===== config.mk =====
export PLATFORM = sky130hd
export DESIGN_NAME = mem_stage_flat
export DESIGN_NICKNAME = d
export VERILOG_FILES = /design/src/rtl/mem_stage_if.sv /design/src/rtl/mem_stage.sv /design/src/flat_wrapper.sv
export SDC_FILE = /design/constraint.sdc
export NUM_CORES = 1
export LEC_CHECK = 0
export ABC_AREA = 1
export BUFFER_PORTS_ARGS = -buffer_cell sky130_fd_sc_hd__buf_4
export CAP_MARGIN = 30
export CORE_AREA = 2 2 139 141
export CTS_CLUSTER_DIAMETER = 60
export DETAILED_ROUTE_END_ITERATION = 10
export DIE_AREA = 0 0 141 143
export PLACE_DENSITY = 0.8
export REMOVE_ABC_BUFFERS = 1
export SKIP_CTS_REPAIR_TIMING = 1
export SKIP_LAST_GASP = 1
export SYNTH_ARGS = -nofsm -noshare
export SYNTH_HDL_FRONTEND = slang
export SYNTH_SLANG_ARGS = --single-unit

===== constraint.sdc =====
create_clock -name clk_i -period 1.7 [get_ports clk_i]
set_clock_uncertainty 0.1 [all_clocks]
set_input_delay 0.34 -clock clk_i [delete_from_list [all_inputs] [get_ports clk_i]]
set_output_delay 0.34 -clock clk_i [all_outputs]
set_load 0.02 [all_outputs]

===== src/rtl/mem_stage_if.sv =====
// Data-bus bundle between the memory stage and the data memory.
// One request at a time, completed by a single-cycle acknowledge.
interface mem_stage_if #(
    parameter int XLEN = 32
);
    logic              mem_req_o;
    logic              mem_we_o;
    logic [XLEN-1:0]   mem_addr_o;
    logic [XLEN-1:0]   mem_wdata_o;
    logic [XLEN/8-1:0] mem_wstrb_o;
    logic              mem_ack_i;
    logic [XLEN-1:0]   mem_rdata_i;

    modport master (
        output mem_req_o, mem_we_o, mem_addr_o,
        output mem_wdata_o, mem_wstrb_o,
        input  mem_ack_i, mem_rdata_i
    );

    modport slave (
        input  mem_req_o, mem_we_o, mem_addr_o,
        input  mem_wdata_o, mem_wstrb_o,
        output mem_ack_i, mem_rdata_i
    );
endinterface


===== src/rtl/mem_stage.sv =====
// Memory-access pipeline stage: one load/store per instruction,
// load formatting, and a held result for the W-pipe.
module mem_stage #(
    parameter int XLEN = 32
) (
    input  logic            clk_i,
    input  logic            rst_n_i,
    input  logic            e_valid_i,
    output logic            M_ready_o,
    input  logic [XLEN-1:0] pc_i,
    input  logic [XLEN-1:0] npc_i,
    input  logic [XLEN-1:0] res_i,
    input  logic [XLEN-1:0] src2_i,
    input  logic            is_load_i,
    input  logic            is_store_i,
    input  logic [1:0]      mem_size_i,
    input  logic            mem_unsigned_i,
    input  logic [4:0]      rd_i,
    input  logic            rd_wen_i,
    mem_stage_if.master     bus,
    output logic            m_valid_o,
    input  logic            W_ready_i,
    output logic [XLEN-1:0] pc_o,
    output logic [XLEN-1:0] npc_o,
    output logic [XLEN-1:0] wb_data_o,
    output logic [4:0]      rd_o,
    output logic            rd_wen_o
);
    localparam int SW = XLEN / 8;

    localparam logic [1:0] IDLE = 2'd0;
    localparam logic [1:0] BUSY = 2'd1;
    localparam logic [1:0] FULL = 2'd2;

    logic [1:0]      state_q;
    logic [XLEN-1:0] pc_q, npc_q, addr_q, src2_q, wb_q;
    logic            ld_q, st_q, uns_q, rd_wen_q;
    logic [1:0]      size_q;
    logic [4:0]      rd_q;

    logic            busy, full, accept;
    logic            sz_b, sz_h, sz_w;
    logic [1:0]      a;
    logic [XLEN-1:0] wdata, sh, ld_data;
    logic [SW-1:0]   strb;

    assign busy   = (state_q == BUSY);
    assign full   = (state_q == FULL);
    assign accept = e_valid_i & M_ready_o;

    assign M_ready_o = (state_q == IDLE) | (full & W_ready_i);
    assign m_valid_o = full;

    assign a    = addr_q[1:0];
    assign sz_b = (size_q == 2'd0);
    assign sz_h = (size_q == 2'd1);
    assign sz_w = size_q[1];

    // Lane steering shared by store data/strobes and load extraction.
    always_comb begin
        wdata   = src2_q;
        strb    = '0;
        sh      = bus.mem_rdata_i;
        ld_data = bus.mem_rdata_i;
        unique case (1'b1)
            sz_b: begin
                wdata   = {SW{src2_q[7:0]}};
                strb    = SW'(1) << a;
                sh      = bus.mem_rdata_i >> {a, 3'b000};
                ld_data = {{(XLEN-8){~uns_q & sh[7]}}, sh[7:0]};
            end
            sz_h: begin
                wdata   = {(SW/2){src2_q[15:0]}};
                strb    = SW'(3) << {a[1], 1'b0};
                sh      = bus.mem_rdata_i >> {a[1], 4'b0000};
                ld_data = {{(XLEN-16){~uns_q & sh[15]}}, sh[15:0]};
            end
            sz_w: begin
                strb = '1;
            end
            default: ;
        endcase
    end

    assign bus.mem_req_o   = busy;
    assign bus.mem_we_o    = busy & st_q;
    assign bus.mem_addr_o  = {addr_q[XLEN-1:2], 2'b00};
    assign bus.mem_wdata_o = wdata;
    assign bus.mem_wstrb_o = (busy & st_q) ? strb : '0;

    assign pc_o      = pc_q;
    assign npc_o     = npc_q;
    assign wb_data_o = wb_q;
    assign rd_o      = rd_q;
    assign rd_wen_o  = rd_wen_q;

    always_ff @(posedge clk_i or negedge rst_n_i) begin
        if (!rst_n_i) begin
            state_q  <= IDLE;
            pc_q     <= '0;
            npc_q    <= '0;
            addr_q   <= '0;
            src2_q   <= '0;
            wb_q     <= '0;
            ld_q     <= 1'b0;
            st_q     <= 1'b0;
            uns_q    <= 1'b0;
            size_q   <= 2'd0;
            rd_q     <= '0;
            rd_wen_q <= 1'b0;
        end else if (accept) begin
            pc_q     <= pc_i;
            npc_q    <= npc_i;
            addr_q   <= res_i;
            src2_q   <= src2_i;
            wb_q     <= res_i;
            ld_q     <= is_load_i;
            st_q     <= is_store_i;
            uns_q    <= mem_unsigned_i;
            size_q   <= mem_size_i;
            rd_q     <= rd_i;
            rd_wen_q <= rd_wen_i & ~is_store_i;
            state_q  <= (is_load_i | is_store_i) ? BUSY : FULL;
        end else if (busy && bus.mem_ack_i) begin
            state_q <= FULL;
            if (ld_q) begin
                wb_q <= ld_data;
            end
        end else if (full && W_ready_i) begin
            state_q <= IDLE;
        end
    end
endmodule

===== src/flat_wrapper.sv =====
// flat-port wrapper written by rule: the top's interface ports become plain ports
module mem_stage_flat 
#(
    parameter int XLEN = 32
)
  (clk_i, rst_n_i, e_valid_i, M_ready_o, pc_i, npc_i, res_i, src2_i, is_load_i, is_store_i, mem_size_i, mem_unsigned_i, rd_i, rd_wen_i, m_valid_o, W_ready_i, pc_o, npc_o, wb_data_o, rd_o, rd_wen_o, bus_mem_req_o, bus_mem_we_o, bus_mem_addr_o, bus_mem_wdata_o, bus_mem_wstrb_o, bus_mem_ack_i, bus_mem_rdata_i);
  mem_stage_if #(.XLEN(XLEN)) bus_i ();
  input  logic clk_i;
  input  logic rst_n_i;
  input  logic e_valid_i;
  output logic M_ready_o;
  input  logic [XLEN-1:0] pc_i;
  input  logic [XLEN-1:0] npc_i;
  input  logic [XLEN-1:0] res_i;
  input  logic [XLEN-1:0] src2_i;
  input  logic is_load_i;
  input  logic is_store_i;
  input  logic [1:0] mem_size_i;
  input  logic mem_unsigned_i;
  input  logic [4:0] rd_i;
  input  logic rd_wen_i;
  output logic m_valid_o;
  input  logic W_ready_i;
  output logic [XLEN-1:0] pc_o;
  output logic [XLEN-1:0] npc_o;
  output logic [XLEN-1:0] wb_data_o;
  output logic [4:0] rd_o;
  output logic rd_wen_o;
  output wire logic [$bits(bus_i.mem_req_o)-1:0] bus_mem_req_o;
  output wire logic [$bits(bus_i.mem_we_o)-1:0] bus_mem_we_o;
  output wire logic [$bits(bus_i.mem_addr_o)-1:0] bus_mem_addr_o;
  output wire logic [$bits(bus_i.mem_wdata_o)-1:0] bus_mem_wdata_o;
  output wire logic [$bits(bus_i.mem_wstrb_o)-1:0] bus_mem_wstrb_o;
  input wire logic [$bits(bus_i.mem_ack_i)-1:0] bus_mem_ack_i;
  input wire logic [$bits(bus_i.mem_rdata_i)-1:0] bus_mem_rdata_i;
  assign bus_mem_req_o = bus_i.mem_req_o;
  assign bus_mem_we_o = bus_i.mem_we_o;
  assign bus_mem_addr_o = bus_i.mem_addr_o;
  assign bus_mem_wdata_o = bus_i.mem_wdata_o;
  assign bus_mem_wstrb_o = bus_i.mem_wstrb_o;
  assign bus_i.mem_ack_i = bus_mem_ack_i;
  assign bus_i.mem_rdata_i = bus_mem_rdata_i;
  mem_stage #(.XLEN(XLEN)) u_core (.clk_i(clk_i), .rst_n_i(rst_n_i), .e_valid_i(e_valid_i), .M_ready_o(M_ready_o), .pc_i(pc_i), .npc_i(npc_i), .res_i(res_i), .src2_i(src2_i), .is_load_i(is_load_i), .is_store_i(is_store_i), .mem_size_i(mem_size_i), .mem_unsigned_i(mem_unsigned_i), .rd_i(rd_i), .rd_wen_i(rd_wen_i), .bus(bus_i), .m_valid_o(m_valid_o), .W_ready_i(W_ready_i), .pc_o(pc_o), .npc_o(npc_o), .wb_data_o(wb_data_o), .rd_o(rd_o), .rd_wen_o(rd_wen_o));
endmodule

### After elaboration in Yosys (flattened, before gate mapping)

Index checks and enable logic that the tools add are counted.

| operators by class | value |
|---|---|
| equality and inequality tests | 3 |
| shift operators | 4 |
| mux-type cells | 11 |
| bitwise gates (word level) | 10 |
| reductions and logical operators | 8 |

Operator list:

| kind | number |
|---|---|
| case mux 32 bit (2 select lines) | 2 |
| two-way mux 32 bit | 3 |
| right shift 32 x 5 -> 16 bit | 1 |
| right shift 32 x 5 -> 8 bit | 1 |
| case mux 4 bit (3 select lines) | 1 |
| two-way mux 2 bit | 4 |
| bitwise AND 1 bit | 6 |
| equality test 2 x 1 -> 1 bit (second input constant) | 2 |
| logical NOT 2 bit | 2 |
| two-way mux 4 bit | 1 |
| nonzero test 2 bit | 2 |
| << shifter 1 x 2 -> 4 bit (first input constant) | 1 |
| << shifter 2 x 2 -> 4 bit (first input constant) | 1 |
| nonzero test 3 bit | 1 |
| equality test 2 bit (second input constant) | 1 |
| logical AND 1 bit | 2 |
| inverter 1 bit | 2 |
| OR 1 bit | 2 |
| AND reduction 2 bit | 1 |

| word-level totals | value |
|---|---|
| register bits | 173 |
| input bits | 176 |
| logic and storage cells | 48 |

### Depth between registers and ports, before layout

Gate-level depths: netlist of the first run.

| depth | value |
|---|---|
| depth in word-level cells | 6 |
| depth in mapped cells | 10 |
| depth with buffers taken out | 9 |

### Worst setup path before layout of the first run

Ideal clock, no wire load.

| timing | value |
|---|---|
| path kind | flip-flop to output port |
| start | register u_core.size_q[1] |
| end | output bus_mem_wstrb_o[2] |
| data arrival time | 1.439 ns |
| data required time | 1.260 ns |
| path slack | -0.179 ns |
| cell stages (with the launch flop) | 7 |
| buffers on the path | 1 |
| cells stage by stage | dfrtp_1 -> nor2_2 -> nand2_1 -> inv_1 -> buf_4 -> nor2_1 -> a21oi_1 |

| on the way | value |
|---|---|
| cells in the longest elaborated chain, start to end | 3 |
| elaborated cells on any way between the ends | 4 |

Ends and longest elaborated chain:

| element | line | text |
|---|---|---|
| start: declaration | mem_stage.sv:38 | `logic [1:0] size_q;` |
| start signal: assignment | mem_stage.sv:120 | `size_q <= mem_size_i;` |
| equality test 2 x 1 -> 1 bit or logical NOT 2 bit (tied branches) | mem_stage.sv:56, mem_stage.sv:55 |  |
| case mux 4 bit (3 select lines) (*) | mem_stage.sv:65 | `unique case (1'b1)` |
| two-way mux 4 bit (*) | mem_stage.sv:89 | `assign bus.mem_wstrb_o = (busy & st_q) ? strb : '0;` |
| end: declaration | flat_wrapper.sv:33 | `output wire logic [$bits(bus_i.mem_wstrb_o)-1:0] bus_mem_wstrb_o;` |

Every way passes the cells marked *; elsewhere a longest branch is shown, timed or not.

### Worst setup path after layout of the first run

| timing | value |
|---|---|
| start | register u_core.size_q[1] |
| end | output bus_mem_wstrb_o[1] |

The elaborated chain is that of the path after synthesis.

==> impl_results.md, run 1 <==
- LEAKAGE: 6.988 nW
- Result of the run: finished, violations left
- Worst Path Required: 1.26 ns
- Violated checks: setup timing
- Row count: 50
- Slew HR: 62.55%
- Reg clk slew, reported paths: 0.08 ns
- Global Route Usage Sum: 24.64%
- Clock tree buffer depth: 2
- Hold worst-path end: u_core.rd_o[3]$_DFFE_PN0P_
- Most common cell after layout, fill and taps aside: nand2_1
- Slew @ Worst Pin: 0.5597 ns
- Die Y: 143 um
- Register area share after synthesis: 54.55%
- Area after DPL: 0.01079 mm2
- Grt total ovfl: 0
- Share of cells above drive strength 1: 43.29%
- Maxcap violations: 0
- Initial core utilization: 42.71%
- Reg2Reg Setup Slack: -0.20 ns
- Placement Setup Slack: -0.04072 ns
- Root buf cell: clkbuf_16
- Largest net degree at the start of global routing: 90
- Vias per cell: 5.170
- I/O Buffers: 347
- Critical Path End Type: primary output
- Post-route setup slack: -0.3429 ns
- Slew Viols, Final: 0
- First-pass DRT Iterations: 5
- Hold Path Depth: 3
- Post-placement cell count: 1551
- GP Congestion: 0.9020
- Synth Register Bits: 173
- Reg area: 0.004330 mm2
- Crit Reg-Reg Startpoint: u_core.state_q[1]$_DFFE_PN0P_
- Drt initial violations: 691
- Setup-failing EPs final: 81
- Antenna viol nets, final: 0
- CTS Buf Count: 17
- Synth Warn #: 0
- Unique cell type count in the Yosys netlist: 23
- Layout Nets: 1563
- RSZ-0062 raised after global routing: true
- Fin area: 0.01297 mm2
- Clock sinks: 173
- Crit start category: register
- Clk_lat worst skew: 0.43 ns
- Hold Crit Class: input pin to register
- Final std cells w/o fill: 1634
- Via count: 8448
- Crit path DAT: 1.60 ns
- TritonCTS clock tree: done
- Min Tclk post-route: 2.043 ns
- Die Width: 141 um
- Synth Cell Area: 0.007936 mm2
- Fin. Hold Viols: 0
- RR Endpoint: u_core.wb_data_o[29]$_DFFE_PN0P_
- Critical path type: register to primary output
- Pwr Density: 2141 mW/mm2
- I/O pin cnt: 350
- Critical path startpoint: u_core.size_q[1]$_DFFE_PN0P_
- Drt wl/cell: 18.21 um
- Number of fillers in the final layout: 1344
- Vias in the first global route: 7816
- N_diodes: 0
- Area grow syn2layout: 63.44%
- Max FO, Critical Path: 5
- Average size of a mapped cell: 7.804 um2
- Worst ir drop on vdd: 1108 uV
- Worst Reg-to-Reg Cells: 11
- Power, Total: 27.77 mW
- Worst hold start: rd_i[3]
- Maximum clock rate: 489.5 MHz
- Initial antenna violation count: 0
- DRT Wirelength: 29760 um
- Period utilization: 120.2%
- Post-synthesis cell count: 1017
- # DRC: 0
- Number of H-tree levels: 4
- Die Area: 0.02016 mm2
- Most frequent cells in the layout: nand2_1 (463), buf_4 (350), dfrtp_1 (172)
- Dpl hpwl: 18500 um
- Multi-input gate area: 0.003483 mm2
- Core area: 0.01858 mm2
- Global-route wire length before repair: 39110 um
-- layout make-up --
type	count	area share, %
sequential	173	33.38
timing repair buffer	440	31.22
multi-input combinational	717	26.85
clock buffer	17	3.280
tap	234	2.257
clock inverter	15	1.698
inverter	38	1.302
-- per-layer routing --
| layer | track usage [%] | wire length, um |
|---|---|---|
| met3 | 7.780 | 2796 |
| met1 | 29.77 | 10990 |
| met2 | 41.36 | 14900 |
| met5 | 0 | 0 |
| met4 | 9.632 | 1066 |
-- cells by family after synthesis --
group                  synth area share (%)
buffers and inverters                 8.829
other                               0.04725
flip-flops                            54.55
AO/OA/AOI/OAI                         6.022
AND/OR/NAND/NOR                       30.55
-- Yosys cell counts, drive strengths merged --
cell / n / area, um2
a21oi: 52 / 260.3
nand2: 527 / 1986
o21ai: 36 / 191.4
inv: 36 / 135.1
conb: 1 / 3.750
nor2: 55 / 224.0
o211ai: 1 / 7.510
dfrtp: 173 / 4329
nand3: 41 / 210.2
clkbuf: 4 / 15.01
nor3: 1 / 5.000
o211a: 1 / 10.01
buf: 86 / 543.0
clkinv: 2 / 7.510
a22o: 1 / 8.760
-- power breakdown --
group | switching [mW] | leakage [nW] | total (mW) | internal (mW)
Clock | 1.87 | 0.316 | 4.28 | 2.40
Sequential | 1.45 | 2.11 | 7.57 | 6.12
Combinational | 8.98 | 4.56 | 15.9 | 6.94
Total | 12.3 | 6.99 | 27.8 | 15.5
-- registers in the layout, indices dropped and copies added (netlist names), 2 cells and up --
register	cells
u_core.rd_o	5
u_core.src2_q	32
u_core.pc_o	32
u_core.addr_q	32
u_core.size_q	2
u_core.wb_data_o	32
u_core.npc_o	32
u_core.state_q	2
-- worst max-delay path by stage --
stage / depth (start not counted) / endpoint
3_5_place_dp: 9 / u_core.wb_data_o[22]$_DFFE_PN0P_
4_1_cts: 6 / bus_mem_wdata_o[18]
2_1_floorplan: 7 / u_core.state_q[1]$_DFFE_PN0P_
3_3_place_gp: 8 / u_core.wb_data_o[4]$_DFFE_PN0P_
6_report: 6 / bus_mem_wstrb_o[1]
5_1_grt: 8 / bus_mem_wstrb_o[1]
-- per-stage QoR --
stage	setup TNS, ns	utilization (%)	hold slack [ns]
final	-12.30	69.81	0.0000007216
after global routing	-18.79	69.81	-0.008532
after CTS	-12.07	61.54	-0.2694
after detailed placement	-0.2980	58.06	0.1961
after global placement	0	58.06	0.2004
after floorplan	-246.58	-	-0.05559
-- critical path, stage by stage (launching register included) --
cell	delay [ns]
dfrtp_2	0.48
nor2_4	0.16
buf_6	0.16
nor2_4	0.05
a21oi_2	0.12
nor2_2	0.08
buf_6	0.13
(Power assumes the default switching activity.)
==> run 2, diff against run 1 <==
--- a/config.mk
+++ b/config.mk
@@ -5,14 +5,13 @@
 export SDC_FILE = /design/constraint.sdc
 export NUM_CORES = 1
 export LEC_CHECK = 0
-export ABC_AREA = 1
 export BUFFER_PORTS_ARGS = -buffer_cell sky130_fd_sc_hd__buf_4
 export CAP_MARGIN = 30
-export CORE_AREA = 2 2 139 141
+export CORE_AREA = 2 2 140 142
 export CTS_CLUSTER_DIAMETER = 60
 export DETAILED_ROUTE_END_ITERATION = 10
-export DIE_AREA = 0 0 141 143
-export PLACE_DENSITY = 0.8
+export DIE_AREA = 0 0 142 144
+export PLACE_DENSITY_LB_ADDON = 0.05
 export REMOVE_ABC_BUFFERS = 1
 export SKIP_CTS_REPAIR_TIMING = 1
 export SKIP_LAST_GASP = 1
==> constraint.sdc (replaced) <==
create_clock -name clk_i -period 1.7 [get_ports clk_i]
set_clock_uncertainty 0.1 [all_clocks]
set_input_delay 0.425 -clock clk_i [delete_from_list [all_inputs] [get_ports clk_i]]
set_output_delay 0.425 -clock clk_i [all_outputs]
set_load 0.02 [all_outputs]
==> run 2 against run 1 <==
Effect of this change: the flow still finishes with violations (setup timing); design area fell by 4.2%; critical path depth fell by 1; wire length fell by 10%; critical path type unchanged; first-iteration DRC count fell by 42%; sequential share of layout area rose by 1.5 points; core utilization fell by 4.7 points; register-to-register slack got worse by 0.15 ns; highest routed layer unchanged; via count fell by 8.6%; global-route usage fell by 0.084 points; power fell by 5.5%.
==> impl_results.md, run 2 <==
- GP Congestion: 0.8642 (-4.2%)
- LEAKAGE: 6.574 nW (-5.9%)
- Core area: 0.01908 mm2 (+2.7%)
- Violated checks: setup timing
- Die Y: 144 um (+0.70%)
- Largest net degree at the start of global routing: 41 (-54%)
- Setup-failing EPs final: 64 (-21%)
- Global Route Usage Sum: 24.55% (-0.084 points)
- Hold Path Depth: 3 (unchanged)
- Area leader, netlist: dfrtp_1
- Antenna viol nets, final: 0 (unchanged)
- Critical path startpoint: u_core.size_q[0]$_DFFE_PN0P_
- Root buf cell: clkbuf_16
- Maxcap violations: 0 (unchanged)
- Hold Slack: 0.07143 ns (+0.07143 ns)
- Maximum clock rate: 458.1 MHz (-6.4%)
- Clock power share: 15.3% (about the same)
- I/O pin cnt: 350 (unchanged)
- I/O Buffers: 347 (unchanged)
- Via count: 7718 (-8.6%)
- Number of H-tree levels: 4 (unchanged)
- Row count: 51 (+2.0%)
- Initial antenna violation count: 0 (unchanged)
- Max FO, Critical Path: 8 (+3)
- RSZ-0062 raised after global routing: true
- Post-synthesis cell count: 935 (-8.1%)
- Critical path type: register to primary output
- Sw Pwr: 11.09 mW (-9.9%)
- Area grow syn2layout: 54.67%
- P_int: 15.16 mW (-2.0%)
- Most frequent cells in the layout: nand2_1 (446), buf_4 (386), dfrtp_1 (168)
- CTS Buf Count: 17 (unchanged)
- Register area share after synthesis: 53.90% (-0.65 points)
- Most frequent cells after synthesis: nand2_1 (448), dfrtp_1 (173), o21ai_0 (57)
- Clock sinks: 173 (unchanged)
- Reg clk slew, reported paths: 0.07 ns (about the same)
- Clock tree buffer depth: 2 (unchanged)
- RR Endpoint: u_core.wb_data_o[15]$_DFFE_PN0P_
- Period utilization: 128.4% (+8.2 points)
- TritonCTS clock tree: done
- Reg2Reg Setup Slack: -0.35 ns (-0.15 ns)
- Global-route wire length before repair: 38930 um (-0.46%)
- Critical Path End Type: primary output
- Clk_lat worst skew: 0.43 ns (about the same)
- Layout Nets: 1476 (-5.6%)
- DRT Wirelength: 26760 um (-10%)
- Hold Crit Class: input pin to register
- Synth Register Bits: 173 (unchanged)
- Drt initial violations: 399 (-42%)
- Synth Warn #: 0 (unchanged)
- Initial core utilization: 42.09% (-0.62 points)
- Worst hold start: src2_i[1]
- Most common cell after layout, fill and taps aside: nand2_1
- Synth Cell Area: 0.008031 mm2 (+1.2%)
- Synth area leaders: dfrtp_1 (54%), nand2_1 (21%), buf_4 (3.8%)
- First-pass DRT Iterations: 5 (unchanged)
- N_diodes: 0 (unchanged)
- Grt total ovfl: 0 (unchanged)
- Die Area: 0.02045 mm2 (+1.4%)
- Post-synth top flop: dfrtp_1
- Synth top area share: 53.90% (-0.65 points)
- Fraction of registers with async set/reset: 100.0% (unchanged)
- Crit start category: register
- Dpl hpwl: 19130 um (+3.4%)
- Worst Path Required: 1.17 ns (-0.09 ns)
- Pwr Density: 2113 mW/mm2 (-1.3%)
- Vias per cell: 4.976 (-3.8%)
- Min Tclk post-route: 2.183 ns (+0.1402 ns)
- Vias in the first global route: 7119 (-8.9%)
- Unique cell type count in the Yosys netlist: 43 (+87%)
- # DRC: 0 (unchanged)
- Fin. Hold Viols: 0 (unchanged)
- Average size of a mapped cell: 8.590 um2 (+10%)
- Die Width: 142 um (+0.71%)
- Crit Reg-Reg Startpoint: u_core.size_q[0]$_DFFE_PN0P_
- Gate power share: 56.0% (-1.3 points)
- Drt wl/cell: 17.26 um (-5.2%)
- Seq pwr share: 28.7% (+1.4 points)
- Switching Fraction: 42.24% (-2.1 points)
- Share of cells above drive strength 1: 40.67% (-2.6 points)
- Result of the run: finished, violations left
- Worst Reg-to-Reg Cells: 6 (-5)
- EDFF count, synth: 0 (unchanged)
- Worst ir drop on vdd: 981.8 uV (-11%)
- Hold worst-path end: u_core.src2_q[1]$_DFFE_PN0P_
- Slew Viols, Final: 0 (unchanged)
- Post-route setup slack: -0.4831 ns (-0.1402 ns)
- Most frequent cell after synthesis: nand2_1
- Crit path DAT: 1.66 ns (+0.06 ns)
- Utilization after layout: 65.11% (-4.7 points)
## run 2: cell types whose count changed after synthesis, sizes merged, moves of 32 or more
| cell | delta |
|---|---|
| a21oi | -47 |
| nand2 | -79 |
| clkbuf | +38 |
| inv | -32 |
| nand3 | -41 |
| buf | -32 |
## run 2: worst max path at each step
stage,to,cells after the start
3_5_place_dp,u_core.wb_data_o[7]$_DFFE_PN0P_,6
4_1_cts,bus_mem_wstrb_o[2],5
2_1_floorplan,u_core.wb_data_o[16]$_DFFE_PN0P_,4
5_1_grt,bus_mem_wdata_o[20],3
6_report,bus_mem_wstrb_o[2],5
3_3_place_gp,u_core.wb_data_o[7]$_DFFE_PN0P_,6
## run 2: critical path, stage by stage, from the launching register on
cell and delay, ns:
dfrtp_2 0.45, buf_4 0.19, nand2b_4 0.18, a21oi_2 0.07
nor2_1 0.17, buf_4 0.18
## run 2: cells by family (layout without fill, tap and decap cells)
logic type / Yosys count / in the layout / share of synthesized area (%)
and+or+nand+nor: 517 / 517 / 26.09
muxes: 34 / 34 / 4.487
other: 1 / 2 / 0.04669
DFF: 173 / 173 / 53.90
buffers and inverters: 100 / 477 / 6.870
AOI/OAI and AO/OA: 110 / 110 / 8.599
## run 2: layout make-up
cell class / instances / area [um2]
fillers: 1645 / 6658
well taps: 238 / 297.8
clock buffers: 18 / 439.2
multi-input cells: 663 / 3468
flip-flops and latches: 173 / 4335
clock inverters: 14 / 155.1
inverters: 4 / 17.52
repair buffers: 441 / 3709
## run 2: power by group through the flow
stage | combinational (mW) | clock (mW) | sequential [mW]
final | 14.7 | 4.02 | 7.52
after global routing | 15.8 | 4.27 | 7.77
after CTS | 13.3 | 4.08 | 7.45
after detailed placement | 13.3 | 0 | 7.49
after global placement | 13.2 | 0 | 7.45
after floorplan | 4.76 | 0 | 9.69
## run 2: per-layer routing
layer	global-route usage (%)	vias to the layer above	routed length, um
li1	-	3708	-
met1	31.59	3680	11010
met2	40.68	295	13300
met3	7.086	35	1946
met4	6.842	0	501
met5	0	-	0
## run 2: through the flow
stage	power (mW)	area (um2)	cells	setup TNS, ns	worst slack [ns]
CTS	24.86	11830	1532	-19.14	-0.6430
global route	27.84	12420	1551	-22.89	-0.5292
global placement	20.61	11240	1500	-4.190	-0.2692
floorplan	14.45	7498	840	-733.54	-4.818
finish	26.25	12420	1551	-18.72	-0.4831
detailed placement	20.78	11240	1500	-5.409	-0.1974
